File: src/rtl/cache_fill_fsm.sv
// Cache line fill controller: on a miss, fetches the 8-word block from memory,
// streams returned words into the data array and installs the tag on the last word.
// Build option CACHE_FILL_PERF_EN adds a saturating completed-fill counter (fill_count).
//
// state | meaning
// IDLE  | no fill; waiting for miss_detected, all strobes low
// FILL  | issuing the 8 word reads and writing returned words in order

module cache_fill_fsm #(
  parameter int SET_BITS = 7,
  parameter int TAG_BITS = 16 - SET_BITS - 4
) (
  input  logic                     clk,
  input  logic                     rst,
  input  logic                     miss_detected,
  input  logic [15:0]              miss_address,
  input  logic                     memory_data_valid,
  input  logic [15:0]              memory_data,
  output logic                     fsm_busy,
  output logic                     mem_req,
  output logic [15:0]              memory_address,
  output logic                     write_data_array,
  output logic [(1<<SET_BITS)-1:0] block_enable,
  output logic [7:0]               word_enable,
  output logic [15:0]              data_out,
  output logic                     write_tag_array,
  output logic [TAG_BITS-1:0]      tag_out
`ifdef CACHE_FILL_PERF_EN
  ,
  output logic [15:0]              fill_count
`endif
);

  localparam int NUM_SETS = 1 << SET_BITS;

  typedef enum logic {
    IDLE = 1'b0,
    FILL = 1'b1
  } state_e;

  state_e              state_q;
  logic [11:0]         base_q;
  logic [2:0]          issue_cnt_q;
  logic [2:0]          recv_cnt_q;
  logic                issue_done_q;
  logic                recv_done_q;
  logic                fsm_busy_q;
  logic                mem_req_q;
  logic [15:0]         memory_address_q;
  logic [NUM_SETS-1:0] block_enable_q;

  logic                wr_strobe;
  logic                last_return;
  logic                issuing;
  logic [NUM_SETS-1:0] set_onehot;
  logic                unused_addr_bits;

  // The byte/word offset of the missing access does not matter: the whole block is fetched.
  assign unused_addr_bits = ^miss_address[3:0];

  assign set_onehot  = {{(NUM_SETS-1){1'b0}}, 1'b1} << miss_address[4 +: SET_BITS];
  assign issuing     = mem_req_q && !issue_done_q;
  assign wr_strobe   = (state_q == FILL) && memory_data_valid && !recv_done_q;
  assign last_return = wr_strobe && (recv_cnt_q == 3'd7);

  always_ff @(posedge clk or negedge rst) begin
    if (!rst) begin
      state_q          <= IDLE;
      base_q           <= '0;
      issue_cnt_q      <= '0;
      recv_cnt_q       <= '0;
      issue_done_q     <= 1'b0;
      recv_done_q      <= 1'b0;
      fsm_busy_q       <= 1'b0;
      mem_req_q        <= 1'b0;
      memory_address_q <= '0;
      block_enable_q   <= '0;
    end else begin
      case (state_q)
        IDLE: begin
          fsm_busy_q       <= 1'b0;
          mem_req_q        <= 1'b0;
          memory_address_q <= '0;
          block_enable_q   <= '0;
          if (miss_detected) begin
            state_q          <= FILL;
            base_q           <= miss_address[15:4];
            issue_cnt_q      <= '0;
            recv_cnt_q       <= '0;
            issue_done_q     <= 1'b0;
            recv_done_q      <= 1'b0;
            fsm_busy_q       <= 1'b1;
            mem_req_q        <= 1'b1;
            memory_address_q <= {miss_address[15:4], 4'b0000};
            block_enable_q   <= set_onehot;
          end
        end

        FILL: begin
          if (issuing) begin
            issue_cnt_q <= issue_cnt_q + 3'd1;
            if (issue_cnt_q == 3'd7) begin
              mem_req_q        <= 1'b0;
              issue_done_q     <= 1'b1;
              memory_address_q <= '0;
            end else begin
              memory_address_q <= {base_q, issue_cnt_q + 3'd1, 1'b0};
            end
          end
          if (wr_strobe) begin
            recv_cnt_q <= recv_cnt_q + 3'd1;
          end
          // Last word: leave FILL on this edge; the counter wraps to 0 together with the exit.
          if (last_return) begin
            state_q          <= IDLE;
            recv_done_q      <= 1'b1;
            fsm_busy_q       <= 1'b0;
            mem_req_q        <= 1'b0;
            memory_address_q <= '0;
            block_enable_q   <= '0;
          end
        end

        default: state_q <= IDLE;
      endcase
    end
  end

  assign fsm_busy         = fsm_busy_q;
  assign mem_req          = mem_req_q;
  assign memory_address   = memory_address_q;
  assign block_enable     = block_enable_q;
  assign write_data_array = wr_strobe;
  assign word_enable      = wr_strobe ? (8'd1 << recv_cnt_q) : 8'd0;
  assign data_out         = memory_data;
  assign write_tag_array  = last_return;
  assign tag_out          = base_q[11 -: TAG_BITS];

`ifdef CACHE_FILL_PERF_EN
  logic [15:0] fill_count_q;

  always_ff @(posedge clk or negedge rst) begin
    if (!rst) begin
      fill_count_q <= '0;
    end else if (last_return && (fill_count_q != 16'hFFFF)) begin
      fill_count_q <= fill_count_q + 16'd1;
    end
  end

  assign fill_count = fill_count_q;
`endif

endmodule
File: config.mk
export PLATFORM = sky130hd
export DESIGN_NAME = cache_fill_fsm
export DESIGN_NICKNAME = d
export VERILOG_FILES = /design/src/rtl/cache_fill_fsm.sv
export SDC_FILE = /design/constraint.sdc
export NUM_CORES = 1
export LEC_CHECK = 0
export ABC_AREA = 1
export BUFFER_PORTS_ARGS = -buffer_cell sky130_fd_sc_hd__buf_4
export CELL_PAD_IN_SITES_DETAIL_PLACEMENT = 1
export CELL_PAD_IN_SITES_GLOBAL_PLACEMENT = 2
export CORE_MARGIN = 2
export CORE_UTILIZATION = 30
export DETAILED_ROUTE_END_ITERATION = 10
export GPL_ROUTABILITY_DRIVEN = 0
export PLACE_DENSITY_LB_ADDON = 0.25
export SETUP_SLACK_MARGIN = 0.3
export SLEW_MARGIN = 40
export SYNTH_ARGS = -nofsm -noshare
export SYNTH_HDL_FRONTEND = slang
export SYNTH_SLANG_ARGS = --single-unit
File: constraint.sdc
create_clock -name clk -period 1.8 [get_ports clk]
set_input_delay 0.09 -clock clk [delete_from_list [all_inputs] [get_ports clk]]
set_output_delay 0.09 -clock clk [all_outputs]
set_load 0.005 [all_outputs]
==> results of run 1 <==
-- power by group through the flow --
| stage | clock network [mW] | logic, mW | registers (mW) |
|---|---|---|---|
| 3_3_place_gp | 0 | 3.03 | 4.49 |
| 6_report | 3.92 | 4.88 | 4.47 |
| 3_5_place_dp | 0 | 3.09 | 4.50 |
| 4_1_cts | 3.99 | 4.56 | 4.45 |
| 2_1_floorplan | 0 | 1.99 | 4.47 |
| 5_1_grt | 4.15 | 5.36 | 4.53 |
-- cells in the mapped netlist --
cell type	count
o21ai_0	19
clkbuf_1	18
buf_2	15
nand2_1	303
ha_1	8
clkbuf_2	3
conb_1	1
nand4_1	42
buf_6	13
nand2_2	1
o22ai_1	1
o21ai_1	62
nor2_1	44
nor2_4	2
nand2_4	1
nand3_1	51
nand4_4	1
nor3_1	6
buf_1	1
buf_4	26
o2111ai_1	1
inv_1	32
inv_2	6
dfrtp_1	166
clkinv_1	2
nand3_2	1
a21oi_1	3
-- layout make-up --
type,instances,area share
clock buffer,17,0.0394
clock inverter,15,0.0176
inverter,40,0.0160
multi-input combinational,547,0.287
sequential,166,0.385
tap,319,0.0370
timing repair buffer,244,0.216
timing repair inverter,1,0.000696
-- worst min path at each step --
stage	start	end	slack, ps	cells past startpoint
2_1_floorplan	rst	base_q[0]$_DFFE_PN0P_	-210	0
6_report	miss_address[6]	base_q[2]$_DFFE_PN0P_	30	3
5_1_grt	miss_address[7]	base_q[3]$_DFFE_PN0P_	50	3
4_1_cts	miss_address[6]	base_q[2]$_DFFE_PN0P_	20	3
3_5_place_dp	rst	base_q[10]$_DFFE_PN0P_	50	1
3_3_place_gp	rst	base_q[10]$_DFFE_PN0P_	50	1
-- sequential cells by signal, summed over array words and instances (netlist names) --
register	count
issue_done_q	1
recv_cnt_q	3
fsm_busy	1
base_q	12
memory_address	15
recv_done_q	1
block_enable	128
issue_cnt_q	3
state_q	1
mem_req	1
-- worst reg2reg max path: stages, from the launching register on --
cell	delay, ps
dfrtp_1	410
ha_4	170
ha_4	140
nand4_4	120
nand2_4	130
inv_8	50
buf_12	150
buf_12	130
buf_16	140
nand2_4	50
nand2_1	40
-- metal layers --
metal / up-vias / routed length (um)
li1: 3028 / -
met2: 137 / 12800
met3: 16 / 1190
met5: - / 0
met1: 3210 / 11200
met4: 0 / 199
-- cells by family after synthesis --
group           Yosys count  share of synthesized area
compound gates           86                     0.0599
fa+ha+maj                 8                     0.0138
buf+inv                 116                     0.0899
flops                   166                      0.572
other cells               1                   0.000516
simple gates            452                      0.264
-- repair_timing --
item	in CTS	in global routing
endpoints found under the setup margin	152	157
cloned	12	1
pin swaps	28	8
hold endpoints to repair	83	0
gates resized for setup	89	126
hold buffers	9	0
buffers inserted	16	0
-- per-stage QoR --
step / area (sq um) / hold slack [ps] / setup slack, ps / total power, mW / utilization
3_5_place_dp: 8860 / 46.3 / 131 / 7.58 / 0.375
3_3_place_gp: 8860 / 49.0 / 174 / 7.52 / 0.375
5_1_grt: 10800 / 54.2 / 66.2 / 14.0 / 0.457
2_1_floorplan: 7290 / -206 / 308 / 6.47 / -
6_report: 10800 / 32.7 / 136 / 13.3 / 0.457
4_1_cts: 10300 / 16.3 / 130 / 13.0 / 0.436
-- cells in the final DEF (no fill, tap or decap), drive strengths merged --
cell type,Yosys,routed
clkbuf,21,18
dlygate4sd3,0,9
nor3,6,6
o2111ai,1,1
nand3,52,52
bufbuf,0,1
nor2,46,46
buf,55,233
bufinv,0,3
conb,1,1
o21ai,81,81
inv,38,45
a21oi,3,3
ha,8,8
nand2,305,305
clkinv,2,6
o22ai,1,1
dfrtp,166,166
clkinvlp,0,2
nand4,43,43
==> metrics.yaml, run 1 <==
run_status:
  status: "finished clean"
worst_setup_path:
  cp-end-kind: "output pin"
  cp_cell_sequence: "ha_4 -> ha_4 -> nand4_4 -> buf_6 -> inv_4 -> buf_6"
  crit_path_end: "word_enable[7]"
  worstReg2RegEnd: "fsm_busy$_DFFE_PN0P_"
  regToRegSetupSlack_ps: 140
  crit_type: "flip-flop to output pin"
  worstRegToRegCells: 10
  cp_max_fo: 4
  critPathLaunch: "recv_cnt_q[1]$_DFFE_PN0P_"
  worst_setup_path_start_kind: "flip-flop"
  worst_path_dominant_cell_family: "flip-flops"
  cp_data_required_time_ps: 1710
  path_depth: 6
  cp_slowest_stage_delay_ps: 440
  worst-path-buf-inv: 3
  cp.arrival_ps: 1570
  critPathSlowestCell: "dfrtp_2"
  r2r-start: "recv_cnt_q[0]$_DFFE_PN0P_"
layout:
  nFillCells: 2673
  synthToLayoutAreaGrowth_pct: 48.4
  layout-drive-gt1-share: 0.402
  n_antenna_cell: 0
  regArea_sq_mm: 0.00416
  layout.cells.non_filler: 1349
  fin_nets: 1061
  multiInputGateArea_sq_mm: 0.00310
logic_synthesis:
  syn_area_sq_mm: 0.00727
  synth_seq_area_share: 0.572
  synth_top_area_frac: 0.572
  syn_nets: 873
  yosysTopAreaCell: "dfrtp_1"
  avgSynthCellArea_sq_um: 8.77
  syn_inst: 829
  synth_warnings: 0
  synth.distinct_cells: 27
  yosys-top-cells-area: "dfrtp_1, nand2_1, o21ai_1"
  synth-seq-cells: 166
clock_tree:
  cts_tree: "built"
  clkTransAtPathRegs_ps: 70
  clock_path_buffers: 2
  insertion_delay_ps: 430
  cts_buffers: 17
  cts_root_buffer: "clkbuf_16"
  cts_max_level: 4
  cts_sinks: 166
route:
  firstDrtPassIters: 4
  wl_per_cell_um: 18.9
  vias: 6391
  routed_via_density: 4.74
  drc_errors: 0
  final_antenna_net_count: 0
  wl_mm: 25.5
  drtIter0Drc: 258
timing:
  hold_viol: 0
  finalClockSkew_ps: 12.3
  layout_min_cycle_time_ps: 1660
  setup_tns_ps: 0
  post-route-period-util: 0.925
  slew_viol_final: 0
  fmax_ghz: 0.601
  rsz0062_at_grt: "yes"
  setup_viol_count_final: 0
die:
  coreArea_sq_mm: 0.0236
  start_util: 0.308
  num_io_pins: 213
  die_y_um: 160
  die-width_um: 160
  die_area_sq_mm: 0.0255
  rows: 56
pwr:
  power_frac_comb: 0.368
  p_sw_mw: 4.59
  swShare: 0.346
  p_leak_nw: 5.54
  seq_power_share: 0.337
  p_int_mw: 8.69
  vdd_ir_drop_max_v: 0.000491
  pwr-share-clk: 0.295
  power_density_mw_per_mm2: 1230
global_routing:
  grt_pass1_wl_mm: 40.2
  grtUsageMet1: 0.263
  top_usage_layer: "met2"
  met3_usage: 0.0423
  overflow: 0
  antenna_found_initial: 0
  grt_max_degree: 50
  grt_util_met2: 0.342
  grt_pass1_vias: 6878
  grt_usage: 0.200
placed_design:
  dpl.cell_count: 1279
  port_buffers: 175
  dp_hpwl_mm: 15.8
job:
  cap_violations: 0
worst_hold_path:
  hp-class: "primary input to flip-flop"
Note: power is estimated with default switching activity, not from simulation.
==> run 2, diff against run 1 <==
CORE_UTILIZATION = 33   (was 30)
CTS_BUF_LIST = sky130_fd_sc_hd__clkbuf_2 sky130_fd_sc_hd__clkbuf_4 sky130_fd_sc_hd__clkbuf_8   (was default)
clock period = 2.05 ns   (was 1.8 ns; I/O delays follow)
==> metrics.yaml, run 2 (same netlist as run 1, synthesis figures left out) <==
route:
  wl_mm: 22.1  # -13%
  firstDrtPassIters: 4  # unchanged
  final_antenna_net_count: 0  # unchanged
  drtIter0Drc: 248  # -3.9%
  vias: 6182  # -3.3%
  routed_via_density: 4.84  # +2.2%
  drc_errors: 0  # unchanged
  wl_per_cell_um: 17.3  # -8.3%
timing:
  layout_min_cycle_time_ps: 1700
  fmax_ghz: 0.588
  setup_tns_ps: 0  # unchanged
  worst_pin_slew_ps: 671
  post-route-period-util: 0.830
  rsz0062_at_grt: "yes"
  hold_slack_ps: 45.7  # +13.0 ps
  slew_viol_final: 0  # unchanged
  setup_viol_count_final: 0  # unchanged
  finalClockSkew_ps: 11.4  # -0.953 ps
  hold_viol: 0  # unchanged
  relSlewSlack: 0.551
layout:
  fin_nets: 1029  # -3.0%
  final_common_cell: "nand2_1"
  largest_reg_flops: 128  # unchanged
  n_antenna_cell: 0  # unchanged
  final_cell_mix: "nand2_1, buf_4, dfrtp_1"
  layout-drive-gt1-share: 0.261  # -0.141
  nFillCells: 2535  # -5.2%
  synthToLayoutAreaGrowth_pct: 28.5
worst_setup_path:
  cp_data_required_time_ps: 1950  # +240 ps
  cp.arrival_ps: 1600  # +30 ps
  cp_max_fo: 4  # unchanged
  crit_type: "flip-flop to output pin"
  cp-end-kind: "output pin"
  worst_setup_path_start_kind: "flip-flop"
worst_hold_path:
  hp-class: "primary input to flip-flop"
clock_tree:
  cts_buffers: 17  # unchanged
  clock_path_buffers: 2  # unchanged
  cts_sinks: 166  # unchanged
  cts_max_level: 4  # unchanged
  cts_root_buffer: "clkbuf_8"
  cts_tree: "built"
  insertion_delay_ps: 460  # +30 ps
  clkTransAtPathRegs_ps: 90  # +20 ps
placed_design:
  dp_hpwl_mm: 14.5  # -8.1%
  port_buffers: 175  # unchanged
global_routing:
  overflow: 0  # unchanged
  grt_pass1_vias: 6356  # -7.6%
  grt_max_degree: 67  # +34%
  grt_usage: 0.194  # -0.00622
  grt_pass1_wl_mm: 36.0  # -11%
  antenna_found_initial: 0  # unchanged
die:
  die_y_um: 152  # -4.5%
  die_area_sq_mm: 0.0232  # -8.9%
  die-width_um: 152  # -4.5%
  coreArea_sq_mm: 0.0217  # -8.1%
  num_io_pins: 213  # unchanged
  start_util: 0.335  # +0.0273
  rows: 54  # -3.6%
run_status:
  status: "finished clean"
pwr:
  power_density_mw_per_mm2: 978  # -21%
  p_leak_nw: 4.91  # -11%
  vdd_ir_drop_max_v: 0.000407  # -17%
job:
  cap_violations: 0  # unchanged
## run 2: routing by layer
layer	track usage	part of all wire
met2	0.307	0.46
met4	0.0481	0.011
met3	0.0353	0.040
met1	0.278	0.49
met5	0	0
## run 2: path summary, 6_finish.rpt
kind	startpoint	endpoint	slack, ps	cells after the start
setup reg to reg	recv_cnt_q[0]$_DFFE_PN0P_	block_enable[20]$_DFFE_PN0P_	380	9
min in group asynchronous	rst	block_enable[57]$_DFFE_PN0P_	80	2
hold reg to reg	block_enable[97]$_DFFE_PN0P_	block_enable[97]$_DFFE_PN0P_	490	2
max in group asynchronous	rst	recv_cnt_q[2]$_DFFE_PN0P_	1290	3
setup / recovery	recv_cnt_q[0]$_DFFE_PN0P_	word_enable[6]	350	6
hold / removal	miss_address[9]	block_enable[29]$_DFFE_PN0P_	50	4
## run 2: cell type report
class                           instances  area (sq um)  area share
Multi-Input combinational cell        547          2530       0.271
Timing Repair Buffer                  213          1730       0.185
Clock buffer                           18           248      0.0265
Sequential cell                       166          4160       0.445
Inverter                               40           155      0.0166
Clock inverter                         13           171      0.0184
Tap cell                              280           350      0.0375
## run 2: power by group
group,switching [mW],internal [mW]
registers,0.238,3.67
clock network,1.29,1.25
logic,1.66,1.03
total,3.18,5.95
## run 2: stage by stage
stage	instances	power [mW]	area (sq um)	util	setup WS, ps
5_1_grt	1277	9.74	9340	0.430	266
2_1_floorplan	829	5.66	7270	-	503
3_3_place_gp	1229	6.48	8670	0.400	381
3_5_place_dp	1229	6.53	8670	0.400	361
4_1_cts	1277	9.18	9270	0.428	301
6_report	1277	9.13	9340	0.430	348
## run 2: repair_timing
item                                   in CTS  in global routing
setup buffers                               6                  0
hold buffers                               11                  0
endpoints found under the hold margin     183                  0
pin swaps                                   2                  4
resized for setup                           8                 17
setup endpoints to repair                   8                 70
## run 2: worst max-delay path, stage by stage (launching register included)
cell and delay (ps):
dfrtp_1 430, buf_4 170, inv_4 60, ha_1 130, inv_1 60, nor3_2 170, buf_4 130
==> run 3, diff against run 2 <==
CORE_UTILIZATION = 31   (was 33)
clock period = 1.7 ns   (was 2.05 ns; I/O delays follow)
==> metrics.yaml, run 3 (same netlist as run 1, synthesis figures left out) <==
run_status:
  status: "finished clean"
die:
  die-width_um: 157  # +3.1%
  coreArea_sq_mm: 0.0233  # +7.3%
  num_io_pins: 213  # unchanged
  rows: 56  # +3.7%
  die_y_um: 157  # +3.1%
  start_util: 0.312  # -0.0227
  die_area_sq_mm: 0.0247  # +6.3%
layout:
  fin_nets: 1063  # +3.3%
  final_cell_mix: "nand2_1, buf_4, dfrtp_1"
  fin_util: 0.432  # +0.00153
  final_common_cell: "nand2_1"
  n_antenna_cell: 0  # unchanged
  largest_reg_flops: 128  # unchanged
  layout-drive-gt1-share: 0.314  # +0.0532
  synthToLayoutAreaGrowth_pct: 38.3
  postLayoutCellArea_sq_mm: 0.0100  # +7.6%
  nFillCells: 2740  # +8.1%
  layout.cells.non_filler: 1351  # +5.8%
timing:
  slew_viol_final: 0  # unchanged
  relSlewSlack: 0.624  # +0.0730
  rsz0062_at_grt: "yes"
  setup_viol_count_final: 0  # unchanged
  post-route-period-util: 0.997
  worst_pin_slew_ps: 562  # -109 ps
  setup_tns_ps: 0  # unchanged
  finalClockSkew_ps: 16.8  # +5.45 ps
  layout_min_cycle_time_ps: 1700
  fmax_ghz: 0.590
  hold_viol: 0  # unchanged
  hold_slack_ps: 51.1  # +5.39 ps
  fin_ws_ps: 4.78  # -343 ps
worst_setup_path:
  cp-end-kind: "output pin"
  cp_max_fo: 3  # -1
  critPathSlowestCell: "dfrtp_2"
  worst_path_dominant_cell_family: "flip-flops"
  cp.arrival_ps: 1610  # about the same
  critPathLaunch: "recv_cnt_q[0]$_DFFE_PN0P_"
  cp_data_required_time_ps: 1620  # -330 ps
  worst-path-buf-inv: 3  # -1
  crit_type: "flip-flop to output pin"
  worst_setup_path_start_kind: "flip-flop"
  r2r-start: "recv_cnt_q[1]$_DFFE_PN0P_"
  cp_cell_sequence: "ha_4 -> ha_4 -> nand4_4 -> buf_6 -> inv_4 -> buf_6"
  cp_slowest_stage_delay_ps: 450  # +20 ps
clock_tree:
  cts_sinks: 166  # unchanged
  clock_path_buffers: 2  # unchanged
  cts_buffers: 17  # unchanged
  cts_root_buffer: "clkbuf_8"
  cts_max_level: 4  # unchanged
  clkTransAtPathRegs_ps: 90  # about the same
  cts_tree: "built"
  insertion_delay_ps: 460  # about the same
route:
  firstDrtPassIters: 4  # unchanged
  final_antenna_net_count: 0  # unchanged
  vias: 6375  # +3.1%
  wl_mm: 24.8  # +12%
  wl_per_cell_um: 18.4  # +6.2%
  routed_via_density: 4.72  # -2.5%
  drc_errors: 0  # unchanged
  drtIter0Drc: 313  # +26%
placed_design:
  port_buffers: 175  # unchanged
  post_dp_cell_area_sq_mm: 0.00878  # +1.3%
  dp_hpwl_mm: 15.2  # +4.5%
  pre_cts_ws_ps: 56.2  # -304 ps
  dpl.cell_count: 1275  # +3.7%
pwr:
  p_leak_nw: 5.26  # +7.0%
  power_density_mw_per_mm2: 1220  # +24%
  vdd_ir_drop_max_v: 0.000539  # +32%
  report.power.total_mw: 12.2  # +34%
global_routing:
  grt_pass1_wl_mm: 38.9  # +8.3%
  overflow: 0  # unchanged
  antenna_found_initial: 0  # unchanged
  grt_max_degree: 53  # -21%
  grt_usage: 0.206  # +0.0122
  grt_pass1_vias: 6672  # +5.0%
worst_hold_path:
  hold_start: "miss_address[9]"
  hp-class: "primary input to flip-flop"
job:
  cap_violations: 0  # unchanged
run 3: what timing repair did:
item	4_1_cts	5_1_grt
pin swaps	13	15
endpoints found under the hold margin	183	0
setup buffers	20	2
setup endpoints to repair	153	170
gates resized for setup	71	21
hold buffers	11	0
cloned	11	0
run 3: path summary, 6_finish.rpt:
path / slack, ps / depth (start not counted) / endpoint
hold reg to reg: 480 / 2 / block_enable[64]$_DFFE_PN0P_
min in group asynchronous: 100 / 2 / issue_cnt_q[0]$_DFFE_PN0P_
setup / recovery: 5 / 6 / word_enable[7]
hold / removal: 50 / 3 / base_q[5]$_DFFE_PN0P_
max in group asynchronous: 950 / 3 / block_enable[29]$_DFFE_PN0P_
setup reg to reg: 40 / 11 / memory_address[10]$_DFFE_PN0P_
run 3: layout make-up:
type                    instances  area (sq um)  share of cell area
repair buffers                245          2240               0.223
inverters                      40           180              0.0179
multi-input cells             548          2680               0.267
flip-flops and latches        166          4160               0.414
clock inverters                14           139              0.0138
well taps                     319           399              0.0397
repair inverters                1          11.3             0.00112
clock buffers                  18           241              0.0240
run 3: per-layer routing:
metal	GRT usage	routed length, um	vias up
li1	-	-	3031
met1	0.278	11200	3182
met2	0.332	11800	138
met3	0.0537	1520	24
met4	0.0528	308	0
met5	0	0	-
run 3: tightest hold or removal path, stage by stage:
cell and delay [ps]:
buf_4 190, nand2_1 110, o21ai_0 70
run 3: report_power, final:
group	leakage [nW]	internal (mW)	total, mW	switching [mW]
clock	0.187	1.22	2.86	1.65
sequential	2.26	4.43	4.72	0.297
combinational	2.81	2.16	4.63	2.47
